$ cat config.mk
export PLATFORM = sky130hd
export DESIGN_NAME = mul_div_unit_flat
export DESIGN_NICKNAME = d
export VERILOG_FILES = /design/src/rtl/mul_div_unit_if.sv /design/src/rtl/mul_div_unit.sv /design/src/flat_wrapper.sv
export SDC_FILE = /design/constraint.sdc
export NUM_CORES = 1
export LEC_CHECK = 0
export BUFFER_PORTS_ARGS = -buffer_cell sky130_fd_sc_hd__clkbuf_2
export CAP_MARGIN = 30
export CORE_MARGIN = 10
export CORE_UTILIZATION = 55
export CTS_CLUSTER_DIAMETER = 80
export CTS_CLUSTER_SIZE = 20
export DETAILED_ROUTE_END_ITERATION = 10
export GPL_ROUTABILITY_DRIVEN = 0
export PLACE_DENSITY = 0.74
export RECOVER_POWER = 50
export SYNTH_ARGS = -nofsm -noshare
export SYNTH_HDL_FRONTEND = slang
export SYNTH_SLANG_ARGS = --single-unit
$ cat constraint.sdc
create_clock -name clock -period 8.9 [get_ports clock]
set_input_delay 1.78 -clock clock [delete_from_list [all_inputs] [get_ports clock]]
set_output_delay 1.78 -clock clock [all_outputs]
set_load 0.05 [all_outputs]
$ cat src/rtl/mul_div_unit_if.sv
// Request/response bundle between the register file and the RV32M multiply/divide unit.
`timescale 1ns/1ps
interface mul_div_unit_if #(
  parameter int unsigned WIDTH = 32
);
  logic             start;
  logic [2:0]       funct3;
  logic [WIDTH-1:0] operandA;
  logic [WIDTH-1:0] operandB;
  logic [4:0]       rdIn;
  logic             flush;
  logic             busy;
  logic             done;
  logic [WIDTH-1:0] result;
  logic [4:0]       rd;
  logic             writeRegister;

  modport master (
    output start, funct3, operandA, operandB, rdIn, flush,
    input  busy, done, result, rd, writeRegister
  );

  modport slave (
    input  start, funct3, operandA, operandB, rdIn, flush,
    output busy, done, result, rd, writeRegister
  );
endinterface

$ cat src/rtl/mul_div_unit.sv
// Iterative RV32M multiply/divide unit: shift-add multiply, restoring divide,
// fixed WIDTH+2 cycle latency, result handed to the register-file write port.
`timescale 1ns/1ps
module mul_div_unit #(
  parameter int unsigned WIDTH = 32
) (
  input logic           clock,
  input logic           reset,
  mul_div_unit_if.slave bus
);
  localparam int unsigned CW = (WIDTH > 1) ? $clog2(WIDTH) : 1;

  typedef enum logic [1:0] {IDLE, CALC, FIX, DONE} state_t;

  state_t             state;
  logic [2:0]         op;
  logic               neg;
  logic [WIDTH-1:0]   mcand;
  logic [2*WIDTH-1:0] prod;
  logic [WIDTH:0]     rem;
  logic [WIDTH-1:0]   quo;
  logic [CW-1:0]      cnt;
  logic [4:0]         rd_lat;

  logic             busy_q;
  logic             done_q;
  logic             wr_q;
  logic [WIDTH-1:0] result_q;
  logic [4:0]       rd_q;

  logic             a_neg, b_neg;
  logic [WIDTH-1:0] a_abs, b_abs;
  logic [WIDTH-1:0] lat_a, lat_b;
  logic             lat_neg;

  // Operand conditioning at latch time: magnitude for signed operands plus result sign
  always_comb begin
    a_neg   = bus.operandA[WIDTH-1];
    b_neg   = bus.operandB[WIDTH-1];
    a_abs   = a_neg ? WIDTH'(0) - bus.operandA : bus.operandA;
    b_abs   = b_neg ? WIDTH'(0) - bus.operandB : bus.operandB;
    lat_a   = bus.operandA;
    lat_b   = bus.operandB;
    lat_neg = 1'b0;
    case (bus.funct3)
      3'b001: begin
        lat_a   = a_abs;
        lat_b   = b_abs;
        lat_neg = a_neg ^ b_neg;
      end
      3'b010: begin
        lat_a   = a_abs;
        lat_neg = a_neg;
      end
      3'b100: begin
        // A zero divisor must yield all ones regardless of dividend sign
        lat_a   = a_abs;
        lat_b   = b_abs;
        lat_neg = (a_neg ^ b_neg) && (bus.operandB != '0);
      end
      3'b110: begin
        lat_a   = a_abs;
        lat_b   = b_abs;
        lat_neg = a_neg;
      end
      default: ;
    endcase
  end

  logic [WIDTH:0] mul_sum;
  logic [WIDTH:0] div_shift;
  logic [WIDTH:0] div_trial;

  // One iteration step of each datapath
  always_comb begin
    mul_sum   = {1'b0, prod[2*WIDTH-1:WIDTH]} + (prod[0] ? {1'b0, mcand} : (WIDTH+1)'(0));
    div_shift = (WIDTH+1)'({rem, quo[WIDTH-1]});
    div_trial = div_shift - {1'b0, mcand};
  end

  logic [2*WIDTH-1:0] prod_fix;
  logic [WIDTH-1:0]   quo_fix;
  logic [WIDTH-1:0]   rem_fix;
  logic [WIDTH-1:0]   fix_sel;

  // Sign correction and word selection for the final result
  always_comb begin
    prod_fix = neg ? (2*WIDTH)'(0) - prod : prod;
    quo_fix  = neg ? WIDTH'(0) - quo : quo;
    rem_fix  = neg ? WIDTH'(0) - rem[WIDTH-1:0] : rem[WIDTH-1:0];
    case (op)
      3'b000:                 fix_sel = prod_fix[WIDTH-1:0];
      3'b001, 3'b010, 3'b011: fix_sel = prod_fix[2*WIDTH-1:WIDTH];
      3'b100, 3'b101:         fix_sel = quo_fix;
      default:                fix_sel = rem_fix;
    endcase
  end

  always_ff @(posedge clock or posedge reset) begin
    if (reset) begin
      state    <= IDLE;
      op       <= '0;
      neg      <= 1'b0;
      mcand    <= '0;
      prod     <= '0;
      rem      <= '0;
      quo      <= '0;
      cnt      <= '0;
      rd_lat   <= '0;
      busy_q   <= 1'b0;
      done_q   <= 1'b0;
      wr_q     <= 1'b0;
      result_q <= '0;
      rd_q     <= '0;
    end else begin
      case (state)
        IDLE: begin
          done_q <= 1'b0;
          wr_q   <= 1'b0;
          if (bus.start) begin
            op     <= bus.funct3;
            neg    <= lat_neg;
            mcand  <= bus.funct3[2] ? lat_b : lat_a;
            prod   <= {WIDTH'(0), lat_b};
            quo    <= lat_a;
            rem    <= '0;
            rd_lat <= bus.rdIn;
            cnt    <= '0;
            busy_q <= 1'b1;
            state  <= CALC;
          end
        end
        CALC: begin
          if (bus.flush) begin
            busy_q <= 1'b0;
            state  <= IDLE;
          end else begin
            if (op[2]) begin
              rem <= div_trial[WIDTH] ? div_shift : div_trial;
              quo <= {quo[WIDTH-2:0], ~div_trial[WIDTH]};
            end else begin
              prod <= {mul_sum, prod[WIDTH-1:1]};
            end
            cnt <= cnt + CW'(1);
            if (cnt == CW'(WIDTH - 1)) state <= FIX;
          end
        end
        FIX: begin
          if (bus.flush) begin
            busy_q <= 1'b0;
            state  <= IDLE;
          end else begin
            result_q <= fix_sel;
            rd_q     <= rd_lat;
            done_q   <= 1'b1;
            wr_q     <= (rd_lat != 5'd0);
            state    <= DONE;
          end
        end
        default: begin
          done_q <= 1'b0;
          wr_q   <= 1'b0;
          busy_q <= 1'b0;
          state  <= IDLE;
        end
      endcase
    end
  end

  assign bus.busy          = busy_q;
  assign bus.done          = done_q;
  assign bus.writeRegister = wr_q;
  assign bus.result        = result_q;
  assign bus.rd            = rd_q;
endmodule

$ cat src/flat_wrapper.sv
// flat-port wrapper written by rule: the top's interface ports become plain ports
module mul_div_unit_flat 
#(
  parameter int unsigned WIDTH = 32
)
  (clock, reset, bus_start, bus_funct3, bus_operandA, bus_operandB, bus_rdIn, bus_flush, bus_busy, bus_done, bus_result, bus_rd, bus_writeRegister);
  mul_div_unit_if #(.WIDTH(WIDTH)) bus_i ();
  input logic clock;
  input logic reset;
  input wire logic [$bits(bus_i.start)-1:0] bus_start;
  input wire logic [$bits(bus_i.funct3)-1:0] bus_funct3;
  input wire logic [$bits(bus_i.operandA)-1:0] bus_operandA;
  input wire logic [$bits(bus_i.operandB)-1:0] bus_operandB;
  input wire logic [$bits(bus_i.rdIn)-1:0] bus_rdIn;
  input wire logic [$bits(bus_i.flush)-1:0] bus_flush;
  output wire logic [$bits(bus_i.busy)-1:0] bus_busy;
  output wire logic [$bits(bus_i.done)-1:0] bus_done;
  output wire logic [$bits(bus_i.result)-1:0] bus_result;
  output wire logic [$bits(bus_i.rd)-1:0] bus_rd;
  output wire logic [$bits(bus_i.writeRegister)-1:0] bus_writeRegister;
  assign bus_i.start = bus_start;
  assign bus_i.funct3 = bus_funct3;
  assign bus_i.operandA = bus_operandA;
  assign bus_i.operandB = bus_operandB;
  assign bus_i.rdIn = bus_rdIn;
  assign bus_i.flush = bus_flush;
  assign bus_busy = bus_i.busy;
  assign bus_done = bus_i.done;
  assign bus_result = bus_i.result;
  assign bus_rd = bus_i.rd;
  assign bus_writeRegister = bus_i.writeRegister;
  mul_div_unit #(.WIDTH(WIDTH)) u_core (.clock(clock), .reset(reset), .bus(bus_i));
endmodule
==> flow_summary_export.csv, run 1 <==
group,metric,value,unit
outcome,status,"complete, but fails checks",
outcome,failed_checks,"max-capacitance violations, max-slew violations",
yosys,netlist_area,0.01729,sq mm
critical_path,r2r-end,"u_core.prod[27]",
floorplan,rows,64,
floorplan,die_h,197.3,microns
yosys,synthArstFlopShare,100.0,%
sta,fmax,189.4,MHz
yosys,synth-edff-count,0,
drt,via_count,16380,
layout,syn_to_final_growth,7.605,%
drt,drt_pre_antenna_iters,6,
layout,fillCellCount,2721,
global_routing,grt_overflow,0,
layout,final_util,60.35,%
layout,drive_gt1_share,9.291,%
drt,wl_per_cell,20.68,microns
critical_path,startpoint,"u_core.state[1]",
power,p_clk_share,12.6,%
sta,rsz0062_at_grt,"no",
floorplan,initial_core_util,56.09,%
yosys,synthTopCellsByArea,"dfrtp_1, o21ai_0, nand2_1",
yosys,ys_seq_area_share,31.26,%
global_routing,grt_pass1_wl,84.87,mm
floorplan,io_pins,116,
global_routing,grt_max_degree,95,
sta,period_share,59.34,%
clock_network,clockBufferDepth,3,
hold_path,min_to,"u_core.bus.result[9]",
sta,whs,0.4800,ns
critical_path,crit_fanout,67,
power,max-vdd-ir-drop,0.2453,mV
global_routing,grt_pass1_vias,15580,
global_routing,grt_usage,26.86,%
power,power.density,308.4,mW/mm^2
yosys,synth_seq_cells,216,
clock_network,cts.clk_slew.worst_paths,0.09,ns
critical_path,reg2reg_from,"u_core.state[1]",
yosys,synth_most_common_cell,"nand2_1",
sta,max_slew.worst_pin.slew,3.897,ns
clock_network,cts_tree,"built",
power,seqPwrFrac,30.6,%
critical_path,crit_path_end_kind,"register",
power,p_leak,0.008264,uW
place,dp.final_hpwl,40.12,mm
sta,setup-tns-final,0,ns
floorplan,die_area,0.03893,sq mm
sta,setup-violations-final,0,
critical_path,startpoint_type,"register",
hold_path,min_from,"u_core.bus.result[9]",
flow_run,drv_cap,4,
yosys,synth_top_area_share,31.26,%
power,p_comb_share,56.7,%
power,switching_share,50.57,%
yosys,ys_warn_count,0,
sta,finalHoldViolCount,0,
place,numPortBuffers,115,
drt,drt_iter0_drc,1835,
clock_network,ctsResizeCount,0,
yosys,yosys-top-cells-count,"nand2_1, o21ai_0, dfrtp_1",
yosys,synth_fp_nets,2293,
sta,maxSlewHeadroom,-161.2,%
sta,finClkSkew,0.01313,ns
clock_network,htree_num_levels,1,
critical_path,critical_path_class,"reg -> reg",
layout,seqCellArea,0.005409,sq mm
yosys,ys_types,84,
floorplan,core,0.03083,sq mm
sta,min_period,5.281,ns
critical_path,reg2reg_depth,7,
hold_path,min_path_cells,2,
layout,multiInputGateArea,0.01120,sq mm
yosys,synth_top_area_cell,"dfrtp_1",
critical_path,r2r_slack,3.62,ns
place,pre_cts_ws,4.059,ns
power,switchingPower,2902,uW
clock_network,cts_made_buffers,15,
layout,layout.nets,2333,
drt,ant_nets,0,
drt,via_per_inst,6.342,
yosys,synth.avg_cell_area,8.080,sq um
drt,route.detailed.drc,0,
floorplan,die_x,197.3,microns
global_routing,grt_antenna_before_repair,1,
hold_path,hold_path_class,"reg -> reg",
clock_network,post_cts_buffers,0,
clock_network,hold_buffers,0,
yosys,synth-main-ff-cell,"dfrtp_1",
yosys,synthCells,2140,
sta,setup_slack,3.619,ns
critical_path,critical_path_arrival,5.62,ns
power,internal_power,2837,uW
drt,wl,53.39,mm
clock_network,clock_latency,0.50,ns
critical_path,cp_data_required_time,9.23,ns
clock_network,cts.sinks,216,
sta,drv_slew,260,
clock_network,cts_root_buf,"clkbuf_16",
-- worst max-delay path by stage --
stage	end	slack, ns	depth (start not counted)
2_1_floorplan	u_core.bus.busy	1.21	1
3_3_place_gp	u_core.prod[12]	4.01	9
3_5_place_dp	u_core.prod[30]	4.06	9
4_1_cts	u_core.rem[31]	4.32	13
5_1_grt	u_core.prod[27]	3.12	7
6_report	u_core.prod[27]	3.62	7
-- critical path, cell delays in order (launching register included) --
cell and delay, ns:
dfrtp_1 0.43, inv_1 0.10, ha_2 0.18, clkbuf_1 2.11
clkinv_1 0.27, clkbuf_1 1.15, nand3_1 0.60, o221ai_1 0.20
-- state kept, by name, summed over array words and instances (netlist names) --
name                      flops
u_core.bus.result            32
u_core.prod                  64
u_core.state                  2
u_core.op                     3
u_core.mcand                 32
u_core.neg                    1
u_core.rem                   32
u_core.bus.busy               1
u_core.bus.done               1
u_core.cnt                    5
u_core.bus.rd                 5
u_core.quo                   32
u_core.bus.writeRegister      1
u_core.rd_lat                 5
-- layer usage --
| metal | share of wire [%] | GRT usage [%] |
|---|---|---|
| met3 | 9.0 | 3.799 |
| met5 | 0 | 0 |
| met1 | 44 | 38.07 |
| met4 | 4.0 | 10.51 |
| met2 | 43 | 40.52 |
-- per-stage QoR --
step	std cells	cell area, sq um	total power, uW
after floorplan	2140	17290	3960
after global placement	2554	18090	4793
after detailed placement	2558	18170	4899
after CTS	2580	18630	5634
after global routing	2582	18610	6134
final	2582	18610	5739
-- logic make-up after synthesis --
logic type / share of synthesized area [%]
flops: 31.26
compound gates: 23.83
simple gates: 18.60
mux: 4.805
fa+ha+maj: 5.658
xor+xnor: 11.75
buf+inv: 4.103
-- power groups by stage --
stage | Sequential, uW | Clock, uW | Combinational [uW]
floorplan | 1570 | 0 | 2390
global placement | 1730 | 0 | 3060
detailed placement | 1750 | 0 | 3150
CTS | 1730 | 735 | 3170
global route | 1800 | 768 | 3560
finish | 1760 | 726 | 3250
-- layout by cell type (no fill, tap or decap), types with 12 or more instances in the layout --
cell,netlist,layout
o31ai_1,56,56
o21ai_0,261,261
or3_1,20,20
nand2b_1,34,33
xnor2_1,129,128
nor3_1,36,35
o22ai_1,20,20
o21ai_1,13,13
a31oi_1,19,19
clkbuf_2,0,111
ha_1,75,74
xor2_1,103,103
nand2_1,321,321
mux2_2,14,14
buf_4,0,14
nor2b_1,14,13
a21o_1,37,36
a211oi_1,14,14
or4_1,21,21
dfrtp_1,216,215
o41ai_1,24,24
o221ai_1,15,15
nand3_1,20,20
nor2_1,146,145
clkbuf_16,0,15
inv_1,71,70
nand4_1,12,12
mux2i_1,65,65
a21oi_1,121,121
-- layout make-up --
cell class	count	area share, %
Multi-Input combinational cell	1738	60.20
Sequential cell	216	29.07
Timing Repair Buffer	137	4.136
Tap cell	396	2.663
Clock buffer	18	2.185
Inverter	72	1.459
Clock inverter	4	0.2757
Antenna cell	1	0.01345
(Power assumes the default switching activity.)
==> run 2: changes to the inputs <==
Settings changed: ABC_AREA set to 1, PLACE_DENSITY 0.74 to 0.76.
Clock period 8.9 ns to 4.42 ns, I/O delays scaled along.
==> flow_summary_export.csv, run 2 <==
group,metric,value,unit
outcome,status,"complete, but fails checks",
outcome,failed_checks,"max-capacitance violations, max-slew violations",
yosys,synthArstFlopShare,100.0,%
floorplan,io_pins,116,
yosys,synth-edff-count,0,
power,p_clk_share,11.7,%
clock_network,cts_made_buffers,18,
critical_path,critical_path_class,"reg -> reg",
power,seqPwrFrac,25.2,%
yosys,synth_fp_nets,3575,
flow_run,drv_cap,2,
floorplan,initial_core_util,55.69,%
yosys,netlist_area,0.02034,sq mm
clock_network,clockBufferDepth,3,
drt,drt_pre_antenna_iters,9,
drt,wl,79.35,mm
global_routing,grt_antenna_before_repair,1,
power,power.density,688.1,mW/mm^2
critical_path,critical_path_arrival,3.80,ns
critical_path,crit_path_end_kind,"register",
critical_path,crit_fanout,39,
global_routing,grt_pass1_wl,122.8,mm
yosys,synthCells,3422,
critical_path,path_buf_inv,3,
drt,via_per_inst,6.059,
power,max-vdd-ir-drop,0.3516,mV
sta,setup_slack,0.9983,ns
sta,min_period,3.422,ns
critical_path,crit_path_cell_trace,"inv_1 > ha_1 > inv_1 > nor2_1 > buf_4 > nand2_1 > nor2_1 > a21oi_1",
critical_path,cp_data_required_time,4.80,ns
layout,drive_gt1_share,6.041,%
yosys,synth_compound_area_share,15.71,%
clock_network,htree_num_levels,1,
drt,route.detailed.drc,0,
power,p_total,15090,uW
sta,whs,0.3567,ns
layout,layout_commonest_cell,"nand2_1",
sta,setup-violations-final,0,
global_routing,grt_pass1_vias,22150,
power,p_comb_share,63.0,%
place,pre_cts_ws,1.302,ns
floorplan,rows,70,
critical_path,slowest_stage,"nor2_1",
yosys,yosys-top-cells-count,"nand2_1, inv_1, nor2_1",
clock_network,clock_latency,0.53,ns
global_routing,grt_overflow,0,
yosys,ys_warn_count,0,
hold_path,hold_path_class,"in -> async",
layout,layout.nets,3634,
critical_path,critPathTopFamily,"simple AND/OR/NAND/NOR gates",
drt,via_count,24020,
clock_network,ctsResizeCount,0,
clock_network,cts.clk_slew.worst_paths,0.09,ns
power,switching_share,58.20,%
sta,setup-tns-final,0,ns
sta,finalHoldViolCount,0,
critical_path,r2r_slack,1.0,ns
yosys,synth_xor_area_share,2.885,%
drt,drt_iter0_drc,3177,
yosys,synth_seq_cells,216,
layout,final_cell_mix,"nand2_1, inv_1, nor2_1, nand3_1, o21ai_0",
drt,wl_per_cell,20.02,microns
yosys,ys_seq_area_share,26.57,%
floorplan,die_area,0.04507,sq mm
layout,seqCellArea,0.005409,sq mm
sta,fmax,292.2,MHz
layout,fin_cells,3964,
layout,syn_to_final_growth,7.837,%
drt,ant_nets,0,
yosys,synth-main-ff-cell,"dfrtp_1",
clock_network,post_cts_buffers,0,
yosys,synthTopCellsByArea,"dfrtp_1, nand2_1, inv_1",
place,numPortBuffers,115,
critical_path,startpoint_type,"register",
clock_network,hold_buffers,0,
yosys,synth_top_family_by_area,"simple AND/OR/NAND/NOR gates",
sta,maxSlewHeadroom,-70.20,%
sta,rsz0062_at_grt,"no",
place,dp.final_hpwl,62.88,mm
yosys,yosys.area_share.simple,38.96,%
sta,drv_slew,56,
power,p_leak,0.01176,uW
layout,fillCellCount,3604,
yosys,synthAdderAreaFrac,4.811,%
power,switchingPower,8783,uW
layout,largest_register_ffs,64,
clock_network,cts.sinks,216,
yosys,ys_types,51,
yosys,synth_top_area_share,26.57,%
power,internal_power,6309,uW
yosys,synth_most_common_cell,"nand2_1",
clock_network,cts_root_buf,"clkbuf_16",
clock_network,cts_tree,"built",
floorplan,core,0.03652,sq mm
layout,largest-register,"u_core.prod",
yosys,synth_top_area_cell,"dfrtp_1",
place,dp_cells,3928,
sta,period_share,77.41,%
global_routing,grt_max_degree,106,
layout,multiInputGateArea,0.01269,sq mm
critical_path,slowest_delay,1.21,ns
floorplan,die_x,212.3,microns
yosys,synth.avg_cell_area,5.944,sq um
yosys,muxShareOfSynthArea,0,%
sta,max_slew.worst_pin.slew,2.553,ns
sta,finClkSkew,0.02362,ns
global_routing,grt_usage,34.64,%
floorplan,die_h,212.3,microns
run 2: cell count changes after synthesis, moves of 41 or more:
cell / before / now
o211ai_1: 5 / 46
nor2_1: 146 / 393
a21oi_1: 121 / 168
nand3_1: 20 / 316
mux2i_1: 65 / 0
xor2_1: 103 / 45
xnor2_1: 129 / 22
nand2_1: 321 / 1061
inv_1: 71 / 466
o31ai_1: 56 / 2
run 2: worst paths after layout:
check / from / to / cells past startpoint
hold reg to reg: u_core.bus.result[1] / u_core.bus.result[1] / 2
hold / removal: reset / u_core.rd_lat[2] / 2
setup / recovery: u_core.state[0] / u_core.bus.result[28] / 8
setup reg to reg: u_core.state[0] / u_core.bus.result[28] / 8
min in group clock: u_core.bus.result[1] / u_core.bus.result[1] / 2
max in group asynchronous: reset / u_core.rem[16] / 3
run 2: cell type report:
class	instances	area share, %
well taps	468	2.670
flip-flops and latches	216	24.66
multi-input cells	2627	57.88
clock buffers	22	2.219
inverters	477	8.175
clock inverters	10	0.5933
diodes	3	0.03423
repair buffers	141	3.771
run 2: kinds of logic (layout without fill, tap and decap cells):
| group | Yosys count | after routing |
|---|---|---|
| flops | 216 | 216 |
| compound gates | 571 | 571 |
| other cells | 0 | 3 |
| buf+inv | 579 | 650 |
| xor+xnor | 67 | 67 |
| fa+ha+maj | 77 | 77 |
| simple gates | 1912 | 1912 |
run 2: power by group through the flow:
| stage | registers [uW] | logic (uW) | clock network, uW |
|---|---|---|---|
| 3_5_place_dp | 3750 | 9090 | 0 |
| 2_1_floorplan | 3900 | 6010 | 0 |
| 5_1_grt | 3850 | 10400 | 1820 |
| 6_report | 3810 | 9510 | 1770 |
| 3_3_place_gp | 3730 | 8880 | 0 |
| 4_1_cts | 3710 | 9150 | 1770 |
run 2: stage by stage:
step | utilization, % | instance area, sq um
global placement | 58.22 | 21260
finish | 60.05 | 21930
detailed placement | 58.39 | 21320
CTS | 60.08 | 21940
floorplan | - | 20340
global route | 60.03 | 21930
run 2: per-layer routing:
metal	global-route usage (%)	share of wire (%)	up-vias
met3	10.28	13	315
met4	22.55	7.7	2
li1	-	-	11160
met5	1.147	0.089	-
met2	50.94	41	1690
met1	43.33	38	10850
